==> config.mk <==
export PLATFORM = sky130hd
export DESIGN_NAME = hms_updown_timer
export DESIGN_NICKNAME = d
export VERILOG_FILES = /design/src/rtl/hms_timer_pkg.sv /design/src/rtl/hms_bin2bcd.sv /design/src/rtl/hms_tick_gen.sv /design/src/rtl/hms_updown_timer.sv
export SDC_FILE = /design/constraint.sdc
export NUM_CORES = 1
export LEC_CHECK = 0
export BUFFER_PORTS_ARGS = -buffer_cell sky130_fd_sc_hd__buf_2
export CORE_MARGIN = 2
export CORE_UTILIZATION = 60
export CTS_CLUSTER_DIAMETER = 150
export DETAILED_ROUTE_END_ITERATION = 7
export PLACE_DENSITY = 0.81
export REMOVE_ABC_BUFFERS = 1
export SLEW_MARGIN = 20
export SYNTH_ARGS = -nofsm -noshare
export SYNTH_HDL_FRONTEND = slang
export SYNTH_SLANG_ARGS = --single-unit
==> constraint.sdc <==
create_clock -name clk -period 5.58 [get_ports clk]
set_input_delay 1.116 -clock clk [delete_from_list [all_inputs] [get_ports clk]]
set_output_delay 1.116 -clock clk [all_outputs]
set_load 0.02 [all_outputs]
==> src/rtl/hms_timer_pkg.sv <==
// Shared constants, time record type and BCD helpers for the HH:MM:SS timer.
package hms_timer_pkg;

    localparam int SEC_MAX = 59;
    localparam int MIN_MAX = 59;
    localparam int BCD_W   = 8;

    typedef struct packed {
        logic [6:0] hour;
        logic [5:0] min;
        logic [5:0] sec;
    } hms_t;

    function automatic logic bcd_valid(input logic [BCD_W-1:0] b);
        return (b[7:4] <= 4'd9) && (b[3:0] <= 4'd9);
    endfunction

    // Both nibbles are widened before the multiply so 15*10+15 cannot overflow.
    function automatic logic [7:0] bcd2bin8(input logic [BCD_W-1:0] b);
        return ({4'd0, b[7:4]} * 8'd10) + {4'd0, b[3:0]};
    endfunction

endpackage

==> src/rtl/hms_bin2bcd.sv <==
// Binary to two-digit BCD for values 0..99.
module hms_bin2bcd #(
    parameter int W = 7
) (
    input  logic [W-1:0] i_bin,
    output logic [7:0]   o_bcd
);

    assign o_bcd = {4'(i_bin / W'(10)), 4'(i_bin % W'(10))};

endmodule

==> src/rtl/hms_tick_gen.sv <==
// Prescaler: counts 0..DIV-1 while enabled and flags the terminal count as a tick.
module hms_tick_gen #(
    parameter int DIV = 4
) (
    input  logic i_clk,
    input  logic i_rst_n,
    input  logic i_en,
    input  logic i_restart,
    output logic o_tick
);

    localparam int            CW   = $clog2(DIV);
    localparam logic [CW-1:0] LAST = CW'(DIV - 1);

    logic [CW-1:0] r_cnt;

    assign o_tick = i_en && (r_cnt == LAST);

    always_ff @(posedge i_clk) begin
        if (!i_rst_n) begin
            r_cnt <= '0;
        end else if (i_restart) begin
            r_cnt <= '0;
        end else if (i_en) begin
            r_cnt <= o_tick ? '0 : r_cnt + CW'(1);
        end
    end

endmodule

==> src/rtl/hms_updown_timer.sv <==
// HH:MM:SS timer: wrapping wall clock when counting up, halting countdown with expiry flag when counting down.
module hms_updown_timer
    import hms_timer_pkg::*;
#(
    parameter int FREQUENCY_IN = 100_000_000,
    parameter int TICK_HZ      = 1,
    parameter int HOUR_MODULO  = 24
) (
    input  logic       clk,
    input  logic       rst,
    input  logic       en_in,
    input  logic       dir_in,
    input  logic       clear_in,
    input  logic       load_in,
    input  logic [7:0] loadBcdHour_in,
    input  logic [7:0] loadBcdMinute_in,
    input  logic [7:0] loadBcdSecond_in,
    output logic [7:0] bcdHour_out,
    output logic [7:0] bcdMinute_out,
    output logic [7:0] bcdSecond_out,
    output logic       tick_out,
    output logic       rollover_out,
    output logic       done_out,
    output logic       expired_out,
    output logic       loadErr_out
);

    localparam int         DIV       = FREQUENCY_IN / TICK_HZ;
    localparam logic [6:0] HOUR_LAST = 7'(HOUR_MODULO - 1);

    hms_t r_time;
    logic r_tick, r_roll, r_done, r_expired, r_load_err;

    logic       w_tick, w_restart, w_zero, w_apply, w_load_ok, w_wrap;
    logic [7:0] w_ld_hour, w_ld_min, w_ld_sec;
    hms_t       w_next_up, w_next_down;

    assign w_restart = clear_in | load_in;

    hms_tick_gen #(.DIV(DIV)) u_tick_gen (
        .i_clk     (clk),
        .i_rst_n   (rst),
        .i_en      (en_in),
        .i_restart (w_restart),
        .o_tick    (w_tick)
    );

    // A countdown parked at zero swallows ticks entirely, so no done_out is raised from a zero start.
    assign w_zero  = (r_time == '0);
    assign w_apply = w_tick && !w_restart && !(w_zero && !dir_in);

    assign w_ld_hour = bcd2bin8(loadBcdHour_in);
    assign w_ld_min  = bcd2bin8(loadBcdMinute_in);
    assign w_ld_sec  = bcd2bin8(loadBcdSecond_in);
    assign w_load_ok = bcd_valid(loadBcdHour_in) && bcd_valid(loadBcdMinute_in) &&
                       bcd_valid(loadBcdSecond_in) &&
                       (w_ld_min <= 8'(MIN_MAX)) && (w_ld_sec <= 8'(SEC_MAX)) &&
                       (w_ld_hour < 8'(HOUR_MODULO));

    always_comb begin
        w_next_up = r_time;
        w_wrap    = 1'b0;
        if (r_time.sec == 6'(SEC_MAX)) begin
            w_next_up.sec = '0;
            if (r_time.min == 6'(MIN_MAX)) begin
                w_next_up.min = '0;
                if (r_time.hour == HOUR_LAST) begin
                    w_next_up.hour = '0;
                    w_wrap         = 1'b1;
                end else begin
                    w_next_up.hour = r_time.hour + 7'd1;
                end
            end else begin
                w_next_up.min = r_time.min + 6'd1;
            end
        end else begin
            w_next_up.sec = r_time.sec + 6'd1;
        end
    end

    // Only evaluated when the time is non-zero, so the hour borrow never underflows.
    always_comb begin
        w_next_down = r_time;
        if (r_time.sec == '0) begin
            w_next_down.sec = 6'(SEC_MAX);
            if (r_time.min == '0) begin
                w_next_down.min  = 6'(MIN_MAX);
                w_next_down.hour = r_time.hour - 7'd1;
            end else begin
                w_next_down.min = r_time.min - 6'd1;
            end
        end else begin
            w_next_down.sec = r_time.sec - 6'd1;
        end
    end

    always_ff @(posedge clk) begin
        r_tick     <= 1'b0;
        r_roll     <= 1'b0;
        r_done     <= 1'b0;
        r_load_err <= 1'b0;
        if (!rst) begin
            r_time    <= '0;
            r_expired <= 1'b0;
        end else if (clear_in) begin
            r_time    <= '0;
            r_expired <= 1'b0;
        end else if (load_in) begin
            if (w_load_ok) begin
                r_time.hour <= w_ld_hour[6:0];
                r_time.min  <= w_ld_min[5:0];
                r_time.sec  <= w_ld_sec[5:0];
                r_expired   <= 1'b0;
            end else begin
                r_load_err <= 1'b1;
                if (dir_in) r_expired <= 1'b0;
            end
        end else begin
            if (dir_in) r_expired <= 1'b0;
            if (w_apply) begin
                r_tick <= 1'b1;
                if (dir_in) begin
                    r_time <= w_next_up;
                    r_roll <= w_wrap;
                end else begin
                    r_time <= w_next_down;
                    if (w_next_down == '0) begin
                        r_done    <= 1'b1;
                        r_expired <= 1'b1;
                    end
                end
            end
        end
    end

    hms_bin2bcd #(.W(7)) u_bcd_hour (.i_bin(r_time.hour), .o_bcd(bcdHour_out));
    hms_bin2bcd #(.W(6)) u_bcd_min  (.i_bin(r_time.min),  .o_bcd(bcdMinute_out));
    hms_bin2bcd #(.W(6)) u_bcd_sec  (.i_bin(r_time.sec),  .o_bcd(bcdSecond_out));

    assign tick_out     = r_tick;
    assign rollover_out = r_roll;
    assign done_out     = r_done;
    assign expired_out  = r_expired;
    assign loadErr_out  = r_load_err;

endmodule

==> impl_results.md, run 1 <==
* Outcome: complete, no violations
* Drt via density at 6.22
* Total number of vias at 4,754
* Internal Power at 529 uW
* Vias in the first global route at 4,417
* CP Max Fanout at 12
* Leak at 0.00206 uW
* Area Overhead vs Synth at 7.43%
* Hold endpoint: u_tick_gen.r_cnt[21]$_SDFFE_PP0P_
* Top delay family on crit path: compound AO/OA/AOI/OAI gates
* TritonRoute pass-1 iters at 5
* Critical path capture point type: flip-flop
* CTS Root Cell: clkbuf_8
* Tot Pwr at 785 uW
* Cts hold-fix bufs at 0
* NetSw at 255 uW
* Min-Delay Path Class: reg -> reg
* Gate Count Post-Synth at 634
* Buffers & Inverters on Critical Path at 1
* CTS tree: done
* FILL cells at 654
* First-pass GRT wire length at 20,000 um
* Hold_sp: u_tick_gen.r_cnt[21]$_SDFFE_PP0P_
* Ports at 59
* Slew HR at 37.3%
* Critical path's slowest cell: a21oi_1
* Die width at 93.3 um
* Depth of the most critical reg-to-reg path at 10
* Gr usage total at 27.5%
* WL per Instance at 15.3 um
* Core Area at 0.00773 sq mm
* Worst EP required at 5.80 ns
* Final period utilization at 76.6%
* Synth cell types at 70
* Crit path launch type: primary input
* Max stage delay on crit path at 0.66 ns
* Post-Syn Area per Cell at 7.54 sq um
* Post-Route M1 WL at 5150 um
* Resized cells post-CTS at 0
* Die Ht at 93.3 um
* Unrepaired setup endpoints after global routing: no
* Post-synth ARST share at 0%
* Input/output buffers at 56
* Largest net degree at the start of global routing at 38
* Final critical-path required period at 4.28 ns
* Nets at 733
* Synth Flop Type: dfxtp_1
* H-tree Lvls at 2
* Max clock buf depth at 2
* Hold Worst Slack at 0.509 ns
* Comb pwr share at 23.2%
* Critical path cell sequence: buf_2, ha_1, ha_1, fa_1, a21boi_0, o211ai_1, maj3_1, a21oi_1, nor3_1, a21oi_1, a2111oi_0, a31o_2
* Setup-failing EPs final at 0
* Top layer in use: met4
* FMAX at 234 MHz
* Die area at 0.00870 sq mm
* CTS sink cnt at 51
* Clock slew at reported path FFs at 0.11 ns
* Fraction of layout cells with a size suffix above 1 at 11.5%
* Final Skew at 0.00729 ns
* Hold-critical path depth at 2
* Setup TNS at 0 ns
* Crit path DAT at 4.49 ns
* Clock power share at 30.3%
* CP startpoint: loadBcdMinute_in[5]
* RR Endpoint: r_time[10]$_SDFFE_PP0P_
* Sequential power share at 46.5%
* Routed wire length at 11,700 um
* Antenna viol nets, final at 0
* Initial DRC count at 360
* Flops & latches, synth at 51
* Skew-Pair Late Insertion Delay at 0.32 ns
* Setup Buffers After CTS at 0
* Number of synthesized flops with an enable pin at 0
* R2R Path Start: r_time[1]$_SDFFE_PP0P_
* Placer congestion estimate at 0.877
* Metal3 WL at 754 um
* Met2 WL post-DR at 5590 um
* Syn Std Cell Area at 0.00478 sq mm
* Sw frac at 32.5%
* R2r setup slk at 2.25 ns
* CTS Buf Count at 5
* Initial Util at 61.9%
* Grt total ovfl at 0
* Power density over the cells at 153 mW/mm^2
* Max VDD drop at 0.117 mV
* Warnings, synthesis at 0
* Pins Over Slew Limit at 0
* Setup CP Type: in -> reg
* Residual DRC at 0
* Initial antenna violation count at 0
* Antenna cells at 0
* Final Hold Viols at 0
* HPWL after DPL at 8880 um
* Num rows at 32
* Sequential area share after synthesis at 21.4%
* Max-Cap Viols at 0
* Measured slew at the worst slew-check pin at 0.937 ns
-- worst register-to-register path, cell delays in order (launching register included) --
cell and delay [ns]:
dfxtp_1 0.40, inv_1 0.22, ha_1 0.34, nor3b_1 0.45, nand4_1 0.25, nor2_1 0.19, or4_1 0.24, nor2_1 0.07
a21oi_1 0.64, a2111oi_0 0.17, a31o_2 0.26
-- sequential cells by signal (all words and copies together) (netlist names) --
| register | flops |
|---|---|
| u_tick_gen.r_cnt | 27 |
| rollover_out | 1 |
| r_time | 19 |
| tick_out | 1 |
| expired_out | 1 |
| done_out | 1 |
| loadErr_out | 1 |
-- cells in the mapped netlist, types with 5 or more instances --
cell type  instances  area, sq um
fa_1               6          120
o211ai_1          12         90.1
nor4_1             7         43.8
nand3_1           38          190
mux2i_1           10          100
o21ai_0           44          220
and3_1            11         68.8
o22ai_1            8         50.1
nand4_1           12         75.1
nor2b_1           18          113
a211oi_1           6         45.0
dfxtp_1           51         1020
buf_4              5         37.5
a21o_1             7         52.6
clkbuf_1          31          116
nand2b_1           6         37.5
ha_1              36          450
a21oi_1           21          105
a31oi_1            7         43.8
or3_1              5         31.3
xor2_1            28          245
nand2_1           49          184
nor2_1            73          274
xnor2_1           27          236
nor3_1            21          105
inv_1             22         82.6
-- layout make-up --
| type | instances | area [sq um] | share of cell area [%] |
|---|---|---|---|
| Clock buffer | 5 | 68.8 | 1.34 |
| Inverter | 23 | 86.3 | 1.68 |
| Timing Repair Buffer | 58 | 295 | 5.75 |
| Multi-Input combinational cell | 522 | 3510 | 68.3 |
| Tap cell | 102 | 128 | 2.49 |
| Clock inverter | 3 | 28.8 | 0.560 |
| Sequential cell | 51 | 1020 | 19.9 |
-- stage by stage --
stage,instance area (sq um),setup slack [ns],cells,util (%)
2_1_floorplan,4610,1.48,596,-
3_3_place_gp,5040,1.16,756,65.2
3_5_place_dp,5040,1.04,756,65.2
4_1_cts,5130,1.36,764,66.5
5_1_grt,5130,1.15,764,66.5
6_report,5130,1.30,764,66.5
-- kinds of logic after synthesis --
| group | share of synthesized area, % |
|---|---|
| and+or+nand+nor | 27.3 |
| AOI/OAI and AO/OA | 21.6 |
| buffers and inverters | 5.34 |
| xor gates and xnor gates | 10.1 |
| DFF | 21.4 |
| adders and majority gates | 12.1 |
| muxes | 2.09 |
| other | 0.0785 |
-- layout by cell type (no fill, tap or decap), types with 5 or more instances in the layout --
master     n
nor2_1    73
buf_2     56
dfxtp_1   51
nand2_1   49
o21ai_0   44
nand3_1   38
ha_1      36
xor2_1    28
xnor2_1   27
inv_1     22
a21oi_1   21
nor3_1    21
nor2b_1   18
nand4_1   12
o211ai_1  12
and3_1    11
mux2i_1   10
o22ai_1    8
a31oi_1    7
a21o_1     7
nor4_1     7
nand2b_1   6
a211oi_1   6
fa_1       6
or3_1      5
clkbuf_8   5
-- layer usage --
layer	track usage (%)	vias to the layer above
met5	0	-
met4	8.58	0
met3	4.59	21
met2	46.7	186
met1	35.6	2200
li1	-	2347
-- how the worst max path moves through the flow --
stage	cells past startpoint	to
2_1_floorplan	10	r_time[10]$_SDFFE_PP0P_
3_3_place_gp	12	r_time[10]$_SDFFE_PP0P_
3_5_place_dp	12	r_time[10]$_SDFFE_PP0P_
4_1_cts	12	r_time[10]$_SDFFE_PP0P_
5_1_grt	11	r_time[10]$_SDFFE_PP0P_
6_report	12	r_time[10]$_SDFFE_PP0P_
-- power groups by stage --
stage / Sequential, uW / Combinational, uW / Clock (uW)
after floorplan: 374 / 121 / 0
after global placement: 373 / 172 / 0
after detailed placement: 373 / 178 / 0
after CTS: 365 / 180 / 239
after global routing: 365 / 201 / 255
final: 365 / 182 / 238
Note: power is estimated with default switching activity, not from simulation.
==> run 2: changes to the inputs <==
Settings changed: CORE_UTILIZATION 60 to 54, PLACE_DENSITY 0.81 to 0.77.
Clock period 5.58 ns to 3.7 ns, I/O delays scaled along.
==> run 2 against run 1 <==
  * Flip-flop and latch count unchanged
  * Cell area increased by 2.7%
  * Clock power grew 49%
  * Non-clock buffer count increased by 17
  * Routed wire length grew 2.5%
  * Clock skew fell by 0.0016 ns
  * Global-route usage is 2.6 points lower
  * Worst setup slack worse by 1.1 ns
  * Total power increased by 52%
  * Critical endpoint unchanged
  * Largest cell class unchanged
  * Highest routed layer unchanged
==> impl_results.md, run 2 (synthesis gave the netlist of run 1 again) <==
* First-pass GRT wire length at 20,400 um
* Area Overhead vs Synth at 10.3%
* Drt via density at 6.10
* TritonRoute pass-1 iters at 5
* Final Skew at 0.00566 ns
* Routed wire length at 12,000 um
* Die area at 0.00962 sq mm
* Initial DRC count at 396
* H-tree Lvls at 2
* Initial Util at 55.3%
* Largest regs: u_tick_gen.r_cnt x27, r_time x19
* Pre-CTS WS at -0.100 ns
* Power density over the cells at 226 mW/mm^2
* Measured slew at the worst slew-check pin at 0.875 ns
* Commonest non-fill, non-tap cell in the layout: nor2_1
* Most frequent cells in the layout: nor2_1 (73), buf_2 (56), dfxtp_1 (50)
* CTS sink cnt at 51
* Residual DRC at 0
* Placer congestion estimate at 0.912
* Core Area at 0.00864 sq mm
* Area of the multi-input gates at 0.00351 sq mm
* Pins Over Slew Limit at 0
* Setup slack after layout at 0.219 ns
* Vias in the first global route at 4,508
* Tot Pwr at 1190 uW
* Setup-failing EPs final at 0
* Min-Delay Path Class: reg -> reg
* Setup CP Type: in -> reg
* Die Ht at 98.1 um
* Fin util at 61.0%
* CTS tree: done
* Num rows at 34
* Max-Cap Viols at 0
* FMAX at 287 MHz
* Input/output buffers at 56
* Final critical-path required period at 3.48 ns
* Setup TNS at 0 ns
* Fraction of layout cells with a size suffix above 1 at 13.8%
* Total number of vias at 4,801
* Worst EP required at 3.96 ns
* Final Hold Viols at 0
* CTS Buf Count at 5
* Top reg by flops: u_tick_gen.r_cnt
* Skew-Pair Late Insertion Delay at 0.31 ns
* Largest net degree at the start of global routing at 31
* Max VDD drop at 0.184 mV
* CTS Root Cell: clkbuf_8
* Final period utilization at 94.1%
* Outcome: complete, no violations
* Unrepaired setup endpoints after global routing: no
* Gr usage total at 24.9%
* Crit path launch type: primary input
* Die width at 98.1 um
* CP Max Fanout at 4
* Antenna cells at 0
* FILL cells at 795
* Crit path DAT at 3.74 ns
* Critical path capture point type: flip-flop
* WL per Instance at 15.2 um
* Ports at 59
* Initial antenna violation count at 0
* Clock slew at reported path FFs at 0.11 ns
* HPWL after DPL at 9120 um
* FF+latch area at 0.00102 sq mm
* Leak at 0.00214 uW
* Max clock buf depth at 2
* Antenna viol nets, final at 0
* Grt total ovfl at 0
* Nets at 750
* Slew HR at 41.5%
* Largest register FFs at 27
[run 2: cell types whose count changed in the layout (fill, tap and decap cells not counted)]
cell | before | now
buf_4 | 2 | 19
dfxtp_1 | 51 | 50
dfxtp_2 | 0 | 1
[run 2: worst paths after layout]
path | slack, ns | from | cells after the start | end
setup / recovery | 0.22 | loadBcdMinute_in[5] | 12 | r_time[10]$_SDFFE_PP0P_
hold / removal | 0.52 | u_tick_gen.r_cnt[21]$_SDFFE_PP0P_ | 2 | u_tick_gen.r_cnt[21]$_SDFFE_PP0P_
setup reg to reg | 0.56 | r_time[1]$_SDFFE_PP0P_ | 9 | r_time[17]$_SDFFE_PP0P_
hold reg to reg | 0.52 | u_tick_gen.r_cnt[21]$_SDFFE_PP0P_ | 2 | u_tick_gen.r_cnt[21]$_SDFFE_PP0P_
[run 2: area by class of cell]
class	instances	area share, %
Clock buffer	5	1.31
Clock inverter	3	0.546
Tap cell	108	2.56
Sequential cell	51	19.4
Multi-Input combinational cell	522	66.5
Timing Repair Buffer	75	8.02
Inverter	23	1.64
[run 2: repair_timing]
action / 4_1_cts / 5_1_grt
hold buffers: 0 / 0
setup endpoints to repair: 0 / 2
resized for setup: 0 / 1
buffers inserted: 0 / 1
[run 2: critical path, stage by stage]
cell and delay, ns:
buf_2 0.11, ha_1 0.28, ha_1 0.23, fa_1 0.55, and3b_1 0.19, o211ai_1 0.18, maj3_1 0.21, a21oi_1 0.09
nor3_1 0.43, a21oi_1 0.16, a2111oi_0 0.41, a31o_2 0.16
[run 2: power breakdown]
part / total (uW) / internal [uW] / switching (uW)
Clock: 354 / 141 / 213
Combinational: 288 / 119 / 169
Sequential: 550 / 549 / 0.851
Total: 1190 / 809 / 383
[run 2: metal layers]
| layer | GRT usage [%] | wire [um] | vias up |
|---|---|---|---|
| met2 | 43.9 | 5690 | 193 |
| met1 | 32.3 | 5380 | 2219 |
| met3 | 3.51 | 729 | 24 |
| met4 | 5.45 | 180 | 0 |
| met5 | 0 | 0 | - |
| li1 | - | - | 2365 |
[run 2: per-stage QoR]
step	hold slack, ns	instance area [sq um]	instances
global placement	0.478	5160	778
detailed placement	0.504	5160	778
floorplan	0.466	4610	596
finish	0.517	5270	787
CTS	0.519	5260	786
global route	0.552	5270	787
==> run 3: changes to the inputs <==
Settings changed: BUFFER_PORTS_ARGS -buffer_cell sky130_fd_sc_hd__buf_2 to unset, CORE_UTILIZATION 54 to 59, DONT_BUFFER_PORTS set to 1, SETUP_SLACK_MARGIN set to 0.4.
==> run 3 against run 2 <==
  * Via count fell by 1.7%
  * Count of clock-buffer cells in the layout is the same
  * Combinational power decreased by 9.0%
  * Clock power rose by 17%
  * Hold slack lost 0.011 ns
  * Critical path type unchanged
  * Critical endpoint is now r_time[4]$_SDFFE_PP0P_
==> impl_results.md, run 3 (synthesis gave the netlist of run 1 again) <==
* Hold-critical path depth at 1
* Pins Over Slew Limit at 0
* Antenna viol nets, final at 0
* Measured slew at the worst slew-check pin at 0.960 ns
* Final Hold Viols at 0
* Vias in the first global route at 4,323
* Cts hold-fix bufs at 0
* CTS Root Cell: clkbuf_8
* Hold endpoint: u_tick_gen.r_cnt[1]$_SDFFE_PP0P_
* Dpl cells at 713
* Area of the multi-input gates at 0.00363 sq mm
* CTS tree: done
* Die width at 94.0 um
* Largest net degree at the start of global routing at 38
* Num rows at 32
* CP Max Fanout at 6
* Outcome: complete, no violations
* Commonest non-fill, non-tap cell in the layout: nor2_1
* CTS Buf Count at 5
* Drt via density at 6.48
* Setup TNS at 0 ns
* Most frequent cells in the layout: nor2_1 (72), nand2_1 (48), dfxtp_1 (43)
* Die Ht at 94.0 um
* Initial antenna violation count at 0
* FMAX at 301 MHz
* Critical path capture point type: flip-flop
* Nets at 697
* Power density over the cells at 237 mW/mm^2
* Min-Delay Path Class: in -> reg
* Setup-failing EPs final at 0
* Die area at 0.00884 sq mm
* Area Overhead vs Synth at 8.30%
* Worst EP required at 3.93 ns
* Final period utilization at 89.6%
* Largest regs: u_tick_gen.r_cnt x27, r_time x19
* Residual DRC at 0
* Pre-CTS WS at 0.0328 ns
* FF+latch area at 0.00104 sq mm
* Core Area at 0.00781 sq mm
* Leak at 0.00191 uW
* Final Skew at 0.0118 ns
* First-pass GRT wire length at 19,500 um
* Input/output buffers at 0
* Layout Cells excl Fill at 728
* Crit path DAT at 3.54 ns
* Depth of the most critical reg-to-reg path at 10
* Tot Pwr at 1220 uW
* Max clock buf depth at 2
* Max-Cap Viols at 0
* Slew HR at 35.8%
* Routed wire length at 12,300 um
* Max VDD drop at 0.156 mV
* Clock slew at reported path FFs at 0.11 ns
* Ports at 59
* Skew-Pair Late Insertion Delay at 0.31 ns
* Crit path launch type: primary input
* Gr usage total at 26.7%
* Total number of vias at 4,720
* HPWL after DPL at 8890 um
* WL per Instance at 17.0 um
* Hold_sp: load_in
* Initial DRC count at 430
* Top reg by flops: u_tick_gen.r_cnt
* Grt total ovfl at 0
* Antenna cells at 0
* RR Endpoint: r_time[17]$_SDFFE_PP0P_
* TritonRoute pass-1 iters at 5
* Unrepaired setup endpoints after global routing: yes
* H-tree Lvls at 2
* Fraction of layout cells with a size suffix above 1 at 11.3%
* Initial Util at 61.2%
* Setup CP Type: in -> reg
* Fin util at 66.3%
* Setup slack after layout at 0.383 ns
* R2r setup slk at 0.69 ns
* FILL cells at 680
* Final critical-path required period at 3.32 ns
* R2R Path Start: r_time[0]$_SDFFE_PP0P_
* Placer congestion estimate at 0.857
* Largest register FFs at 27
* CTS sink cnt at 51
## run 3: cell types whose count changed in the layout (fill, tap and decap cells not counted), sizes merged
cell,delta
clkinvlp,+1
clkinv,-2
buf,-54
clkdlybuf4s15,+1
bufinv,+1
## run 3: how the worst max path moves through the flow
stage                            start                       to  cells after the start  slack (ns)
2_1_floorplan      loadBcdMinute_in[5]  r_time[10]$_SDFFE_PP0P_                     10       -0.02
3_3_place_gp       loadBcdMinute_in[5]  r_time[13]$_SDFFE_PP0P_                     11        0.14
5_1_grt              loadBcdHour_in[5]   r_time[4]$_SDFFE_PP0P_                      9        0.30
6_report             loadBcdHour_in[5]   r_time[4]$_SDFFE_PP0P_                      9        0.38
4_1_cts        r_time[15]$_SDFFE_PP0P_           bcdHour_out[1]                     10        0.38
3_5_place_dp       loadBcdMinute_in[5]  r_time[17]$_SDFFE_PP0P_                     10        0.03
## run 3: where the power goes
part / internal (uW) / switching [uW] / total [uW]
logic: 111 / 151 / 262
registers: 546 / 1.46 / 548
clock network: 204 / 210 / 415
total: 862 / 363 / 1220
## run 3: layer usage
layer  wire (um)  global-route usage (%)  up-vias
met5           0                       0        -
met3         917                    4.82       21
li1            -                       -     2266
met4         153                    5.43        0
met2        6020                    46.1      218
met1        5260                    34.8     2215
## run 3: timing repair
action,in CTS,in global routing
gates resized for setup,6,40
setup buffers,1,5
pin swaps,2,9
cloned,0,1
endpoints found under the setup margin,7,26
## run 3: per-stage QoR
step | hold WS (ns) | cell area, sq um
2_1_floorplan | 0.466 | 4610
3_3_place_gp | 0.484 | 4850
3_5_place_dp | 0.496 | 4850
4_1_cts | 0.498 | 4980
5_1_grt | 0.483 | 5180
6_report | 0.506 | 5180
## run 3: final cells by class
cell class | instances | area share [%]
flip-flops and latches | 51 | 20.1
well taps | 102 | 2.47
clock buffers | 5 | 1.33
repair buffers | 22 | 3.41
inverters | 23 | 1.67
multi-input cells | 522 | 70.1
clock inverters | 3 | 0.894
## run 3: worst max-delay path, cell delays in order
cell      delay [ns]
ha_1            0.27
ha_1            0.23
fa_1            0.48
xnor2_1         0.20
or4_4           0.52
nor4_4          0.41
a21boi_4        0.14
a2111o_1        0.40
a21oi_1         0.15
